`config.mk`:
```
export PLATFORM = sky130hd
export DESIGN_NAME = frame_receiver_flat
export DESIGN_NICKNAME = d
export VERILOG_FILES = /design/src/rtl/frame_receiver_if.sv /design/src/rtl/frame_receiver.sv /design/src/flat_wrapper.sv
export SDC_FILE = /design/constraint.sdc
export NUM_CORES = 1
export LEC_CHECK = 0
export BUFFER_PORTS_ARGS = -buffer_cell sky130_fd_sc_hd__clkbuf_2
export CORE_ASPECT_RATIO = 1.5
export CORE_MARGIN = 2
export CORE_UTILIZATION = 51
export DETAILED_ROUTE_END_ITERATION = 10
export GPL_TIMING_DRIVEN = 0
export PLACE_DENSITY = 0.76
export SYNTH_ARGS = -nofsm -noshare
export SYNTH_HDL_FRONTEND = slang
export SYNTH_SLANG_ARGS = --single-unit
```
`constraint.sdc`:
```
create_clock -name rx_clk -period 5.4 [get_ports rx_clk]
set_clock_uncertainty 0.05 [all_clocks]
set_input_delay 0 -clock rx_clk [delete_from_list [all_inputs] [get_ports rx_clk]]
set_output_delay 0 -clock rx_clk [all_outputs]
set_load 0.1 [all_outputs]
```
`src/rtl/frame_receiver_if.sv`:
```
// MAC client RX byte stream: data byte, byte strobe and the one-cycle frame status strobes.
// The MAC side drives everything; the frame receiver only observes.
interface frame_receiver_if;
  logic [7:0] mac_rx_data;
  logic       mac_rx_dvld;
  logic       mac_rx_good_frame;
  logic       mac_rx_bad_frame;

  modport master (
    output mac_rx_data,
    output mac_rx_dvld,
    output mac_rx_good_frame,
    output mac_rx_bad_frame
  );

  modport slave (
    input mac_rx_data,
    input mac_rx_dvld,
    input mac_rx_good_frame,
    input mac_rx_bad_frame
  );
endinterface

```
`src/rtl/frame_receiver.sv`:
```
// Receive-side frame parser: captures Ethernet header fields, length and first-byte time,
// filters on destination MAC, emits a one-cycle summary per good frame and keeps good/bad counters.
module frame_receiver #(
  parameter logic [47:0] MY_MAC_ADDR = 48'h004e46324300,
  parameter int          MAX_LEN     = 1518,
  parameter int          STATUS_TMO  = 16
) (
  input  logic                 rx_clk,
  input  logic                 reset_n,
  frame_receiver_if.slave      rx,
  input  logic [31:0]          time_now,
  output logic                 conf_rx_en,
  output logic                 conf_rx_jumbo_en,
  output logic                 frame_valid,
  output logic                 frame_dst_match,
  output logic [47:0]          frame_src_addr,
  output logic [15:0]          frame_eth_type,
  output logic [15:0]          frame_len,
  output logic [31:0]          frame_sof_time,
  output logic [15:0]          good_cnt,
  output logic [15:0]          bad_cnt
);

  localparam int JUMBO_LEN = 9018;
  localparam int TMO_W     = $clog2(STATUS_TMO) + 1;

  typedef enum logic [2:0] {
    S_IDLE, S_DST, S_SRC, S_TYPE, S_PAYLOAD, S_STATUS, S_DROP
  } state_t;

  function automatic logic [15:0] sat_inc(input logic [15:0] v);
    return (v == 16'hFFFF) ? v : v + 16'd1;
  endfunction

  // Header section that will receive the byte at position idx.
  function automatic state_t hdr_state(input logic [15:0] idx);
    if (idx < 16'd6)       return S_DST;
    else if (idx < 16'd12) return S_SRC;
    else if (idx < 16'd14) return S_TYPE;
    else                   return S_PAYLOAD;
  endfunction

  state_t             state_q;
  logic               dvld_q;
  logic [15:0]        len_q;
  logic [TMO_W-1:0]   tmo_q;
  logic [47:0]        dst_q;
  logic [47:0]        src_q;
  logic [15:0]        type_q;
  logic [31:0]        sof_q;

  logic               conf_rx_en_q;
  logic               frame_valid_q;
  logic               frame_dst_match_q;
  logic [47:0]        frame_src_addr_q;
  logic [15:0]        frame_eth_type_q;
  logic [15:0]        frame_len_q;
  logic [31:0]        frame_sof_time_q;
  logic [15:0]        good_cnt_q;
  logic [15:0]        bad_cnt_q;

  logic [15:0]        len_limit_d;
  logic [15:0]        len_inc_d;
  logic               frame_ok_d;
  logic               status_end_d;

  assign conf_rx_jumbo_en = 1'b0;

  always_comb begin
    len_limit_d  = conf_rx_jumbo_en ? 16'(JUMBO_LEN) : 16'(MAX_LEN);
    len_inc_d    = sat_inc(len_q);
    frame_ok_d   = rx.mac_rx_good_frame && !rx.mac_rx_bad_frame &&
                   (len_q >= 16'd14) && (len_q <= len_limit_d);
    // Any of these closes out the frame waiting in STATUS.
    status_end_d = rx.mac_rx_good_frame || rx.mac_rx_bad_frame || rx.mac_rx_dvld ||
                   (tmo_q == TMO_W'(STATUS_TMO - 1));
  end

  always_ff @(posedge rx_clk) begin
    dvld_q        <= rx.mac_rx_dvld;
    frame_valid_q <= 1'b0;
    if (!reset_n) begin
      state_q           <= S_IDLE;
      len_q             <= '0;
      tmo_q             <= '0;
      conf_rx_en_q      <= 1'b0;
      frame_dst_match_q <= 1'b0;
      frame_src_addr_q  <= '0;
      frame_eth_type_q  <= '0;
      frame_len_q       <= '0;
      frame_sof_time_q  <= '0;
      good_cnt_q        <= '0;
      bad_cnt_q         <= '0;
    end else begin
      conf_rx_en_q <= 1'b1;
      case (state_q)
        S_IDLE: begin
          // Strobe already high on the previous cycle means we woke up mid-frame.
          if (rx.mac_rx_dvld && dvld_q) begin
            state_q <= S_DROP;
          end else if (rx.mac_rx_dvld) begin
            dst_q   <= {dst_q[39:0], rx.mac_rx_data};
            sof_q   <= time_now;
            len_q   <= 16'd1;
            state_q <= S_DST;
          end
        end
        S_DST, S_SRC, S_TYPE, S_PAYLOAD: begin
          if (rx.mac_rx_dvld) begin
            if (len_q < 16'd6)       dst_q  <= {dst_q[39:0], rx.mac_rx_data};
            else if (len_q < 16'd12) src_q  <= {src_q[39:0], rx.mac_rx_data};
            else if (len_q < 16'd14) type_q <= {type_q[7:0], rx.mac_rx_data};
            len_q   <= len_inc_d;
            state_q <= hdr_state(len_inc_d);
          end else begin
            tmo_q   <= '0;
            state_q <= S_STATUS;
          end
        end
        S_STATUS: begin
          if (frame_ok_d) begin
            frame_valid_q     <= 1'b1;
            frame_dst_match_q <= (dst_q == MY_MAC_ADDR) || (dst_q == 48'hFFFF_FFFF_FFFF);
            frame_src_addr_q  <= src_q;
            frame_eth_type_q  <= type_q;
            frame_len_q       <= len_q;
            frame_sof_time_q  <= sof_q;
            good_cnt_q        <= good_cnt_q + 16'd1;
          end else if (status_end_d) begin
            bad_cnt_q <= bad_cnt_q + 16'd1;
          end
          // A new frame arriving before status closes the old one and starts at byte 0.
          if (rx.mac_rx_dvld) begin
            dst_q   <= {dst_q[39:0], rx.mac_rx_data};
            sof_q   <= time_now;
            len_q   <= 16'd1;
            state_q <= S_DST;
          end else if (status_end_d) begin
            state_q <= S_IDLE;
          end else begin
            tmo_q <= tmo_q + TMO_W'(1);
          end
        end
        S_DROP: begin
          if (!rx.mac_rx_dvld) state_q <= S_IDLE;
        end
        default: state_q <= S_IDLE;
      endcase
    end
  end

  assign conf_rx_en      = conf_rx_en_q;
  assign frame_valid     = frame_valid_q;
  assign frame_dst_match = frame_dst_match_q;
  assign frame_src_addr  = frame_src_addr_q;
  assign frame_eth_type  = frame_eth_type_q;
  assign frame_len       = frame_len_q;
  assign frame_sof_time  = frame_sof_time_q;
  assign good_cnt        = good_cnt_q;
  assign bad_cnt         = bad_cnt_q;

endmodule

```
`src/flat_wrapper.sv`:
```
// flat-port wrapper written by rule: the top's interface ports become plain ports
module frame_receiver_flat 
#(
  parameter logic [47:0] MY_MAC_ADDR = 48'h004e46324300,
  parameter int          MAX_LEN     = 1518,
  parameter int          STATUS_TMO  = 16
)
  (rx_clk, reset_n, time_now, conf_rx_en, conf_rx_jumbo_en, frame_valid, frame_dst_match, frame_src_addr, frame_eth_type, frame_len, frame_sof_time, good_cnt, bad_cnt, rx_mac_rx_data, rx_mac_rx_dvld, rx_mac_rx_good_frame, rx_mac_rx_bad_frame);
  frame_receiver_if rx_i ();
  input  logic rx_clk;
  input  logic reset_n;
  input  logic [31:0] time_now;
  output logic conf_rx_en;
  output logic conf_rx_jumbo_en;
  output logic frame_valid;
  output logic frame_dst_match;
  output logic [47:0] frame_src_addr;
  output logic [15:0] frame_eth_type;
  output logic [15:0] frame_len;
  output logic [31:0] frame_sof_time;
  output logic [15:0] good_cnt;
  output logic [15:0] bad_cnt;
  input wire logic [$bits(rx_i.mac_rx_data)-1:0] rx_mac_rx_data;
  input wire logic [$bits(rx_i.mac_rx_dvld)-1:0] rx_mac_rx_dvld;
  input wire logic [$bits(rx_i.mac_rx_good_frame)-1:0] rx_mac_rx_good_frame;
  input wire logic [$bits(rx_i.mac_rx_bad_frame)-1:0] rx_mac_rx_bad_frame;
  assign rx_i.mac_rx_data = rx_mac_rx_data;
  assign rx_i.mac_rx_dvld = rx_mac_rx_dvld;
  assign rx_i.mac_rx_good_frame = rx_mac_rx_good_frame;
  assign rx_i.mac_rx_bad_frame = rx_mac_rx_bad_frame;
  frame_receiver #(.MY_MAC_ADDR(MY_MAC_ADDR), .MAX_LEN(MAX_LEN), .STATUS_TMO(STATUS_TMO)) u_core (.rx_clk(rx_clk), .reset_n(reset_n), .rx(rx_i), .time_now(time_now), .conf_rx_en(conf_rx_en), .conf_rx_jumbo_en(conf_rx_jumbo_en), .frame_valid(frame_valid), .frame_dst_match(frame_dst_match), .frame_src_addr(frame_src_addr), .frame_eth_type(frame_eth_type), .frame_len(frame_len), .frame_sof_time(frame_sof_time), .good_cnt(good_cnt), .bad_cnt(bad_cnt));
endmodule
```
# Word-level counts from Yosys, hierarchy flattened
# Cells that the tools add are included.
# W data, S select, Z words.
# op_classes
add_sub_neg,4
magnitude_cmp,8
n_eq_ne,19
n_mux,29
bitwise_logic,3
n_reduce_logical,24
# op_table
op,count
$mux W48,4
$pmux W48 S3,1
$lt A16 B4 Y1 const B,4
$mux W16,4
$mux W32,2
$pmux W32 S2,1
$add A16 B1 Y16 const B,3
$eq A48 B39 Y1 const B,1
$eq A48 B48 Y1 const B,1
$pmux W16 S3,1
$lt A16 B3 Y1 const B,2
$mux W3,9
$eq A16 B16 Y1 const B,1
$ge A16 B4 Y1 const B,1
$le A16 B11 Y1 const B,1
$mux W5,3
$ne A2 B2 Y1 const B,6
$pmux W3 S4,1
$reduce_and A3 Y1,4
$pmux W5 S2,1
$reduce_and A5 Y1,2
$eq A3 B3 Y1 const B,3
$eq A3 B2 Y1 const B,2
$ne A3 B2 Y1 const B,2
other kinds (16),27
# totals
ff_bits,316
in_bits,45

# Longest topological paths before layout
# Gate-level depths: netlist (run 1).
# depth
word_depth,8
depth_mapped,9

# Least setup slack after synthesis (run 1)
# No wires, ideal clock.
# synth_path
path_type,register to register
start,register u_core.len_q[8]
end,"register u_core.dst_q[0], enable pin"
setup_time_ns,0.513
arrival_ns,4.531
required_ns,4.837
slack_ns,0.306
path_stages_with_launch,7
n_path_buf,1
synth_period_minus_slack_ns,5.094
path_cell_list,dfxtp_1 > buf_4 > nor3_1 > and3_1 > nand2_1 > o31a_1 > nor3_1
# synth_between
elab_chain_cells,3
# synth_lines
item,line_no,rtl
from (decl),frame_receiver.sv:45,logic [15:0] len_q;
from (signal assigned),frame_receiver.sv:113,len_q <= len_inc_d;
$lt A16 B3 Y1,frame_receiver.sv:110,"if (len_q < 16'd6) dst_q <= {dst_q[39:0], rx.mac_rx_data};"
$ne A2 B1 Y1 (no source line),-,
$reduce_and A5 Y1 (no source line),-,
to (signal assigned),frame_receiver.sv:102,"dst_q <= {dst_q[39:0], rx.mac_rx_data};"
to (signal assigned),frame_receiver.sv:110,
to (signal assigned),frame_receiver.sv:134,"dst_q <= {dst_q[39:0], rx.mac_rx_data};"
to (decl),frame_receiver.sv:47,logic [47:0] dst_q;
# No other way between the ends.
# A chain may end at the register's enable or synchronous reset.

# Final worst setup path (run 1)
# layout_path
start,register u_core.len_q[9]
end,"register u_core.dst_q[7], enable pin"
# Same word-level chain as after synthesis.

==> flow_summary_export.csv, run 1 <==
group,metric,value,unit
worst_setup_path,cp_max_fo,11,
hold_path,worstHoldEndpoint,"u_core.sof_q[2]$_DFFE_PP_",
worst_setup_path,r2r-end,"u_core.dst_q[7]$_DFFE_PP_",
finish,layout-drive-gt1-share,21.6,%
die,die_x,129,um
clock_tree,clk_pin_slew,0.07,ns
worst_setup_path,cp-startpoint,"u_core.len_q[9]$_SDFFE_PN0P_",
sta,finalCritPeriodShare,59.2,%
flow_run,maxCapViolations,0,
global_route,grt_pass1_vias,9368,
synth,async_reset_ff_share,0,%
clock_tree,clock_path_buffers,3,
worst_setup_path,worstPathRequired,5.61,ns
sta,tightestPinTransition,0.950,ns
pwr,p_leak,0.00538,uW
pwr,worst_ir_drop_vdd,263,uV
routing,drc,0,
synth,syn-instance-count,1103,
synth,dominantRegCellSynth,"dfxtp_1",
worst_setup_path,start_kind,"register",
routing,vias,9325,
global_route,grt_max_degree,31,
place,post-place-ws,2.18,ns
synth,yosys_register_bits,316,
die,core,23000,sq um
clock_tree,clock_sinks,316,
routing,viasPerCell,5.56,
global_route,antenna_found_initial,0,
die,fp.dieArea,24600,sq um
pwr,total_power,4940,uW
clock_tree,cts_setup_buffers,0,
synth,synth-seq-area-share,65.4,%
die,initial_core_util,51.7,%
hold_path,hold_depth,2,
pwr,pwr_density_cell,336,nW/um^2
worst_setup_path,crit_path_end_kind,"register",
place,gp_congestion,0.926,
sta,slew_viol_final,0,
clock_tree,clockRootBuffer,"clkbuf_16",
worst_setup_path,timing.rr.start,"u_core.len_q[9]$_SDFFE_PN0P_",
routing,ant_nets,0,
worst_setup_path,crit_arrival,3.40,ns
clock_tree,cts_tree,"done",
routing,post_drt_wl_per_cell,18.8,um
routing,drt_iter0_markers,623,
sta,hold_violations,0,
global_route,grt_pass1_wl,48500,um
clock_tree,clk_latency,0.55,ns
hold_path,hp-class,"primary input to register",
sta,fmax,0.313,GHz
synth,ys_types,69,
routing,first_pass_iters,5,
clock_tree,htreeDepth,1,
die,ios,193,
synth,synth_edf_count,144,
global_route,grtUsageTotal,25.3,%
sta,setup_violations,0,
worst_setup_path,timing.setup.critical_path_class,"register to register",
global_route,grt_remaining_overflow,0,
sta,setup_ws,2.20,ns
die,rows,68,
finish,nFillCells,1775,
synth,syn_nets,1153,
run_status,status,"completed",
routing,drt_wl_total,31500,um
finish,area_growth,23.7,%
sta,rsz0062_at_grt,"false",
die,fp.dieH,191,um
sta,period_needed,3.20,ns
hold_path,min_from,"time_now[2]",
clock_tree,cts_made_buffers,28,
worst_setup_path,rrSetupSlack,2.20,ns
sta,hold_slack,0.117,ns
synth,synthesis.area,11900,sq um
sta,slew_headroom,36.7,%
synth,yosys_warnings,0,
worst_setup_path,rr_worst_depth,9,
place,dp_hpwl,22300,um
place,io_buffers,191,
finish,nNetsFinal,1425,
synth,syn_avg_cell_area,10.8,sq um
flip-flops by register name, indices dropped and copies added (netlist names):
register and cells:
u_core.dst_q 48, u_core.frame_src_addr 48, u_core.src_q 48, u_core.frame_sof_time 32
u_core.sof_q 32, u_core.bad_cnt 16, u_core.frame_eth_type 16, u_core.frame_len 16
u_core.good_cnt 16, u_core.len_q 16, u_core.type_q 16, u_core.tmo_q 5
u_core.state_q 3, u_core.conf_rx_en 1, u_core.dvld_q 1, u_core.frame_dst_match 1
u_core.frame_valid 1
through the flow:
stage | std cells | setup TNS, ns | utilization, % | cell area [sq um]
2_1_floorplan | 1103 | 0 | - | 11900
3_3_place_gp | 1574 | -54.76 | 57.4 | 13200
3_5_place_dp | 1581 | 0 | 58.0 | 13300
4_1_cts | 1677 | 0 | 64.0 | 14700
5_1_grt | 1677 | 0 | 64.0 | 14700
6_report | 1678 | 0 | 64.0 | 14700
kinds of logic after synthesis:
| group | Yosys count | synth area share [%] |
|---|---|---|
| AO/OA/AOI/OAI | 219 | 10.7 |
| XOR/XNOR | 24 | 1.77 |
| adder cells (fa/ha/maj) | 5 | 0.526 |
| buffers and inverters | 82 | 3.30 |
| flip-flops | 316 | 65.4 |
| multiplexers | 1 | 0.0948 |
| other | 1 | 0.0316 |
| AND/OR/NAND/NOR | 455 | 18.2 |
critical path: stages (launching register included):
cell,delay (ns)
dfxtp_1,0.30
buf_2,0.18
nor3_1,0.40
and3_1,0.28
nand2_1,0.08
o31a_1,0.29
nor3_2,0.73
buf_6,0.26
buf_6,0.17
buf_6,0.16
final cells by class:
class | instances | area, sq um | share of cell area [%]
antenna | 1 | 2.50 | 0.0170
buffer | 70 | 347 | 2.36
clock buffer | 35 | 747 | 5.08
clock inverter | 17 | 194 | 1.32
inverter | 12 | 45.0 | 0.306
multi-input combinational | 705 | 3760 | 25.6
sequential | 316 | 7770 | 52.9
tap | 280 | 350 | 2.38
timing repair buffer | 242 | 1480 | 10.1
cell usage in the layout (no fill, tap or decap), drive strengths merged, types with 13 or more instances in the layout:
master | synthesis | routed
nor3 | 22 | 22
and3 | 15 | 15
nor2 | 50 | 50
nand2 | 254 | 254
edfxtp | 144 | 144
clkbuf | 34 | 260
nand4 | 29 | 29
a21oi | 143 | 143
o21ai | 25 | 25
inv | 12 | 13
nor4 | 18 | 18
nand3 | 27 | 27
buf | 36 | 43
dfxtp | 172 | 172
dlygate4sd3 | 0 | 44
xor2 | 13 | 13
power breakdown:
part	internal, uW	switching (uW)
combinational	101	199
clock	1170	877
sequential	2560	29.8
total	3830	1110
Yosys cell counts, drive strengths merged, types with 5 or more instances:
master / instances / area share [%]
nand3: 27 / 1.2
o31ai: 5 / 0.32
nor3: 22 / 1.1
and3: 15 / 0.79
clkbuf: 34 / 1.1
nor2: 50 / 1.6
dfxtp: 172 / 29
edfxtp: 144 / 36
and2: 9 / 0.47
buf: 36 / 1.8
xnor2: 11 / 0.81
nor4: 18 / 1.2
inv: 12 / 0.38
ha: 5 / 0.53
or3: 12 / 0.67
a21oi: 143 / 6.0
o21ai: 25 / 1.1
a31oi: 7 / 0.37
nand4: 29 / 1.9
xor2: 13 / 0.96
nand2: 254 / 8.0
worst max path at each step:
stage,to,slack [ns],depth (start not counted)
after detailed placement,u_core.dst_q[22]$_DFFE_PP_,2.18,9
after CTS,u_core.dst_q[6]$_DFFE_PP_,2.17,9
after global routing,u_core.dst_q[7]$_DFFE_PP_,2.03,9
after floorplan,u_core.dst_q[0]$_DFFE_PP_,0.31,6
final,u_core.dst_q[7]$_DFFE_PP_,2.20,9
after global placement,u_core.dst_q[22]$_DFFE_PP_,-1.10,6
what timing repair did:
action	in CTS	in global routing
hold buffers	44	0
endpoints found under the hold margin	66	0
resized for setup	0	0
per-layer routing:
metal,track usage (%),part of all wire [%]
met5,0,0
met4,12.7,5.3
met3,3.83,5.3
met2,48.0,54
met1,26.9,35
Power figures use the tool's default switching activity.
==> inputs of run 2 (changes only) <==
Clock period 5.4 ns to 2.71 ns, I/O delays scaled along.
==> run 2 against run 1 <==
Net effect: final cell count is 0.12% higher; total power is 97% higher; sequential share of layout area is 0.25 points lower; utilization is 0.32 points higher; via count is 0.55% higher; register-to-register slack worse by 2.1 ns; routed wire length is 0.81% lower; worst setup slack worse by 2.1 ns; clock-buffer cell count is 1 lower; global-route usage is 0.36 points lower; sequential power is 99% higher; critical path type unchanged; critical endpoint is now u_core.type_q[14]$_DFFE_PP_; largest cell class unchanged.
==> flow_summary_export.csv, run 2 (synthesis results as in run 1) <==
group,metric,value,unit
finish,final_common_cell,"nand2_1",
finish,area_growth,24.3,%
clock_tree,htreeDepth,1,
die,ios,193,
finish,nNetsFinal,1428,
pwr,pwr_density_cell,659,nW/um^2
place,gp_congestion,0.958,
global_route,grt_max_degree,30,
clock_tree,clk_latency,0.55,ns
worst_setup_path,start_kind,"register",
sta,rsz0062_at_grt,"false",
clock_tree,cts_made_buffers,29,
sta,fmax,0.385,GHz
die,rows,68,
routing,drc,0,
worst_setup_path,path_delay_family,"compound AO/OA/AOI/OAI gates",
place,place_area,13400,sq um
worst_setup_path,crit_path_top_delay_cell,"or3_1",
pwr,clkPwrFrac,40.8,%
die,initial_core_util,51.7,%
finish,final_cell_mix,"253 x nand2_1, 193 x clkbuf_2, 170 x dfxtp_1, 144 x edfxtp_1, 142 x a21oi_1",
sta,period_needed,2.60,ns
pwr,p_leak,0.00540,uW
clock_tree,clockRootBuffer,"clkbuf_16",
worst_setup_path,path_cells,"clkbuf_1 -> o21a_1 -> nor2_2 -> o21ai_0 -> or3_1 -> a221oi_4 -> buf_4",
routing,post_drt_wl_per_cell,18.6,um
routing,first_pass_iters,5,
flow_run,maxCapViolations,0,
worst_setup_path,slowest_delay,0.46,ns
worst_setup_path,crit_arrival,2.81,ns
pwr,p_comb_share,6.3,%
worst_setup_path,path_buf_inv,2,
worst_setup_path,worstPathRequired,2.92,ns
global_route,grt_pass1_wl,47500,um
die,fp.dieArea,24600,sq um
die,die_x,129,um
die,fp.dieH,191,um
place,dp.cells,1580,
pwr,switching_share,23.1,%
routing,vias,9376,
worst_setup_path,cp_max_fo,10,
pwr,p_sw,2250,uW
finish,layout-drive-gt1-share,22.4,%
routing,drt_iter0_markers,562,
hold_path,hp-class,"primary input to register",
place,post-place-ws,-0.225,ns
finish,design_area,14800,sq um
run_status,status,"completed",
finish,diodes,0,
pwr,worst_ir_drop_vdd,675,uV
clock_tree,clk_pin_slew,0.07,ns
die,core,23000,sq um
sta,slew_headroom,45.1,%
sta,tightestPinTransition,0.816,ns
sta,slew_viol_final,0,
clock_tree,clock_path_buffers,3,
sta,setup_ws,0.111,ns
finish,fin_cells,1680,
pwr,power_frac_seq,52.9,%
sta,finalCritPeriodShare,95.9,%
place,dp_hpwl,21800,um
sta,hold_violations,0,
pwr,p_int,7490,uW
global_route,antenna_found_initial,0,
pwr,total_power,9740,uW
worst_setup_path,crit_path_end_kind,"register",
routing,ant_nets,0,
routing,drt_wl_total,31300,um
place,io_buffers,191,
global_route,grt_remaining_overflow,0,
clock_tree,clock_sinks,316,
clock_tree,cts_tree,"done",
sta,setup_violations,0,
global_route,grtUsageTotal,25.0,%
worst_setup_path,timing.setup.critical_path_class,"register to register",
routing,viasPerCell,5.58,
finish,final_util,64.3,%
global_route,grt_pass1_vias,9097,
run 2: stage by stage:
step                      TNS, ns  hold WS, ns
after floorplan             -3.07      -0.0223
after global routing            0        0.103
final                           0       0.0717
after CTS                       0       0.0402
after detailed placement    -7.37        0.129
after global placement     -92.79        0.127
run 2: path summary, 6_finish.rpt:
| kind | from | to | slack, ns | cells past startpoint |
|---|---|---|---|---|
| setup reg to reg | u_core.state_q[1]$_SDFFE_PN0P_ | u_core.type_q[14]$_DFFE_PP_ | 0.11 | 7 |
| hold reg to reg | u_core.frame_src_addr[5]$_SDFFE_PN0P_ | u_core.frame_src_addr[5]$_SDFFE_PN0P_ | 0.40 | 2 |
| hold / removal | rx_mac_rx_bad_frame | u_core.state_q[2]$_SDFFE_PN0P_ | 0.07 | 6 |
| setup / recovery | u_core.state_q[1]$_SDFFE_PN0P_ | u_core.type_q[14]$_DFFE_PP_ | 0.11 | 7 |
run 2: layout make-up:
class                      count  area, sq um
sequential                   316         7770
clock buffer                  34          744
buffer                        70          360
tap                          280          350
multi-input combinational    706         3810
inverter                      12         45.0
timing repair buffer         243         1530
clock inverter                19          166
fill                        1818         8200
run 2: per-layer routing:
metal | part of all wire, % | wire length (um) | track usage [%] | vias up
li1 | - | - | - | 4468
met1 | 36 | 11300 | 27.7 | 4479
met2 | 52 | 16300 | 44.7 | 328
met3 | 5.6 | 1760 | 4.23 | 101
met4 | 6.2 | 1940 | 14.4 | 0
met5 | 0 | 0 | 0 | -
run 2: worst reg2reg max path: stages, from the launching register on:
cell and delay (ns):
dfxtp_1 0.32, clkbuf_1 0.25, o21a_1 0.28, nor2_2 0.23, o21ai_0 0.12, or3_1 0.46
a221oi_4 0.37, buf_4 0.23
run 2: power groups by stage:
stage	Clock [uW]	Sequential, uW	Combinational, uW
floorplan	0	5260	324
global placement	0	5260	506
detailed placement	0	5260	548
CTS	4010	5150	604
global route	4200	5160	661
finish	3970	5150	612
run 2: repair_timing:
action	CTS	global route
cloned	1	0
setup buffers	2	0
setup endpoints to repair	48	26
hold buffers	44	0
gates resized for setup	3	4
endpoints found under the hold margin	67	0
==> inputs of run 3 (changes only) <==
Settings changed: BUFFER_PORTS_ARGS -buffer_cell sky130_fd_sc_hd__clkbuf_2 to not set, CORE_UTILIZATION 51 to 57, DONT_BUFFER_PORTS set to 1, PLACE_DENSITY 0.76 to 0.75.
==> run 3 against run 2 <==
Net effect: global-route usage is 2.4 points higher; critical path type unchanged; via count is 6.7% lower; cell area down 6.2%; maximum frequency increased by 0.21%; worst hold slack worse by 0.050 ns; clock power grew 3%; sequential share of layout area is 3.6 points higher; flip-flop and latch count is the same; non-clock buffer count fell by 190; final cell count down 12%; sequential power barely moved; critical endpoint is now u_core.bad_cnt[11]$_SDFFE_PN0P_; total power up 0.66%.
==> flow_summary_export.csv, run 3 (synthesis results as in run 1) <==
group,metric,value,unit
run_status,status,"completed",
clock_tree,htreeDepth,1,
global_route,grt_pass1_vias,8647,
clock_tree,clk_latency,0.55,ns
worst_setup_path,cp-startpoint,"u_core.bad_cnt[5]$_SDFFE_PN0P_",
worst_setup_path,crit_arrival,3.01,ns
sta,setup_violations,0,
worst_setup_path,timing.rr.start,"u_core.bad_cnt[5]$_SDFFE_PN0P_",
global_route,antenna_found_initial,0,
worst_setup_path,path_cells,"and3_1 -> and3_1 -> nand4_4 -> or4_1 -> a21oi_1",
clock_tree,cts_tree,"done",
sta,hold_slack,0.0219,ns
finish,area_growth,16.6,%
finish,final_cell_mix,"253 x nand2_1, 162 x dfxtp_1, 144 x edfxtp_1, 142 x a21oi_1, 49 x nor2_1",
flow_run,maxCapViolations,0,
sta,fin_setup_tns,0,ns
finish,layout-drive-gt1-share,11.7,%
pwr,pwr_density_cell,707,nW/um^2
sta,tightestPinTransition,1.17,ns
finish,nNetsFinal,1237,
worst_setup_path,worstPathRequired,3.13,ns
routing,drt_iter0_markers,681,
hold_path,hp-class,"primary input to register",
worst_setup_path,crit_path_top_delay_cell,"dfxtp_1",
worst_setup_path,crit_path_end_kind,"register",
global_route,grt_pass1_wl,46600,um
routing,ant_nets,0,
routing,drc,0,
clock_tree,clock_path_buffers,3,
worst_setup_path,cp_max_fo,8,
worst_setup_path,cp_common_cell,"and3_1",
finish,final_common_cell,"nand2_1",
clock_tree,clockRootBuffer,"clkbuf_16",
worst_setup_path,timing.setup.critical_path_class,"register to register",
die,fp.dieArea,22000,sq um
worst_setup_path,path_buf_inv,0,
worst_setup_path,slowest_delay,1.01,ns
die,ios,193,
pwr,total_power,9800,uW
global_route,grt_max_degree,29,
worst_setup_path,path_delay_family,"simple AND/OR/NAND/NOR gates",
sta,finalCritPeriodShare,95.7,%
die,die_x,122,um
sta,fmax,0.386,GHz
clock_tree,clock_sinks,316,
clock_tree,clk_pin_slew,0.07,ns
sta,hold_violations,0,
sta,slew_headroom,21.6,%
routing,first_pass_iters,5,
pwr,worst_ir_drop_vdd,600,uV
global_route,grtUsageTotal,27.4,%
sta,rsz0062_at_grt,"false",
routing,drt_wl_total,30700,um
place,dp_hpwl,21000,um
die,initial_core_util,58.2,%
routing,viasPerCell,5.94,
die,core,20400,sq um
sta,period_needed,2.59,ns
routing,vias,8752,
die,fp.dieH,181,um
routing,post_drt_wl_per_cell,20.8,um
global_route,grt_remaining_overflow,0,
sta,slew_viol_final,0,
place,gp_congestion,0.922,
die,rows,64,
worst_setup_path,start_kind,"register",
pwr,p_leak,0.00458,uW
hold_path,min_from,"rx_mac_rx_good_frame",
place,io_buffers,0,
finish,diodes,0,
clock_tree,cts_made_buffers,28,
## run 3: worst paths after layout
check        depth (start not counted)  slack [ns]                         endpoint
min reg2reg                          0        0.40       u_core.src_q[25]$_DFFE_PP_
min                                  4        0.02   u_core.bad_cnt[1]$_SDFFE_PN0P_
max reg2reg                          5        0.12  u_core.bad_cnt[11]$_SDFFE_PN0P_
max                                  5        0.12  u_core.bad_cnt[11]$_SDFFE_PN0P_
## run 3: area by class of cell
class / count / area [sq um]
plain buffers: 70 / 372
fillers: 1517 / 6560
repair buffers: 53 / 568
well taps: 264 / 330
flip-flops and latches: 316 / 7790
clock buffers: 38 / 811
inverters: 12 / 45.0
clock inverters: 14 / 135
multi-input cells: 706 / 3810
## run 3: metrics by stage
stage,worst slack (ns),area (sq um),cells,utilization (%)
after floorplan,-0.0511,11900,1103,-
after global placement,-0.778,12300,1367,60.1
after detailed placement,-0.330,12400,1372,60.6
after CTS,0.0428,13800,1473,67.7
after global routing,0.0175,13900,1473,67.9
final,0.116,13900,1473,67.9
## run 3: timing repair
item / in CTS / in global routing
resized for setup: 10 / 21
cloned: 1 / 0
hold buffers: 44 / 0
endpoints found under the hold margin: 92 / 0
buffers inserted: 4 / 0
setup endpoints to repair: 100 / 73
pin swaps: 1 / 0
## run 3: tightest hold or removal path, delay by kind of cell
family | cells | cell delay [ns]
compound gates | 2 | 0.19
simple gates | 2 | 0.37
## run 3: where the power goes
part | total (uW) | switching, uW | leakage (uW) | internal [uW]
Clock | 4070 | 1770 | 0.000470 | 2300
Combinational | 557 | 368 | 0.00140 | 189
Sequential | 5170 | 80.8 | 0.00270 | 5090
Total | 9800 | 2220 | 0.00458 | 7580
## run 3: metal layers
| layer | vias up | routed length [um] | track usage, % |
|---|---|---|---|
| met5 | - | 0 | 0 |
| met4 | 0 | 1320 | 11.6 |
| met3 | 94 | 2160 | 6.06 |
| met2 | 350 | 16300 | 49.3 |
| met1 | 4228 | 10900 | 30.7 |
| li1 | 4080 | - | - |
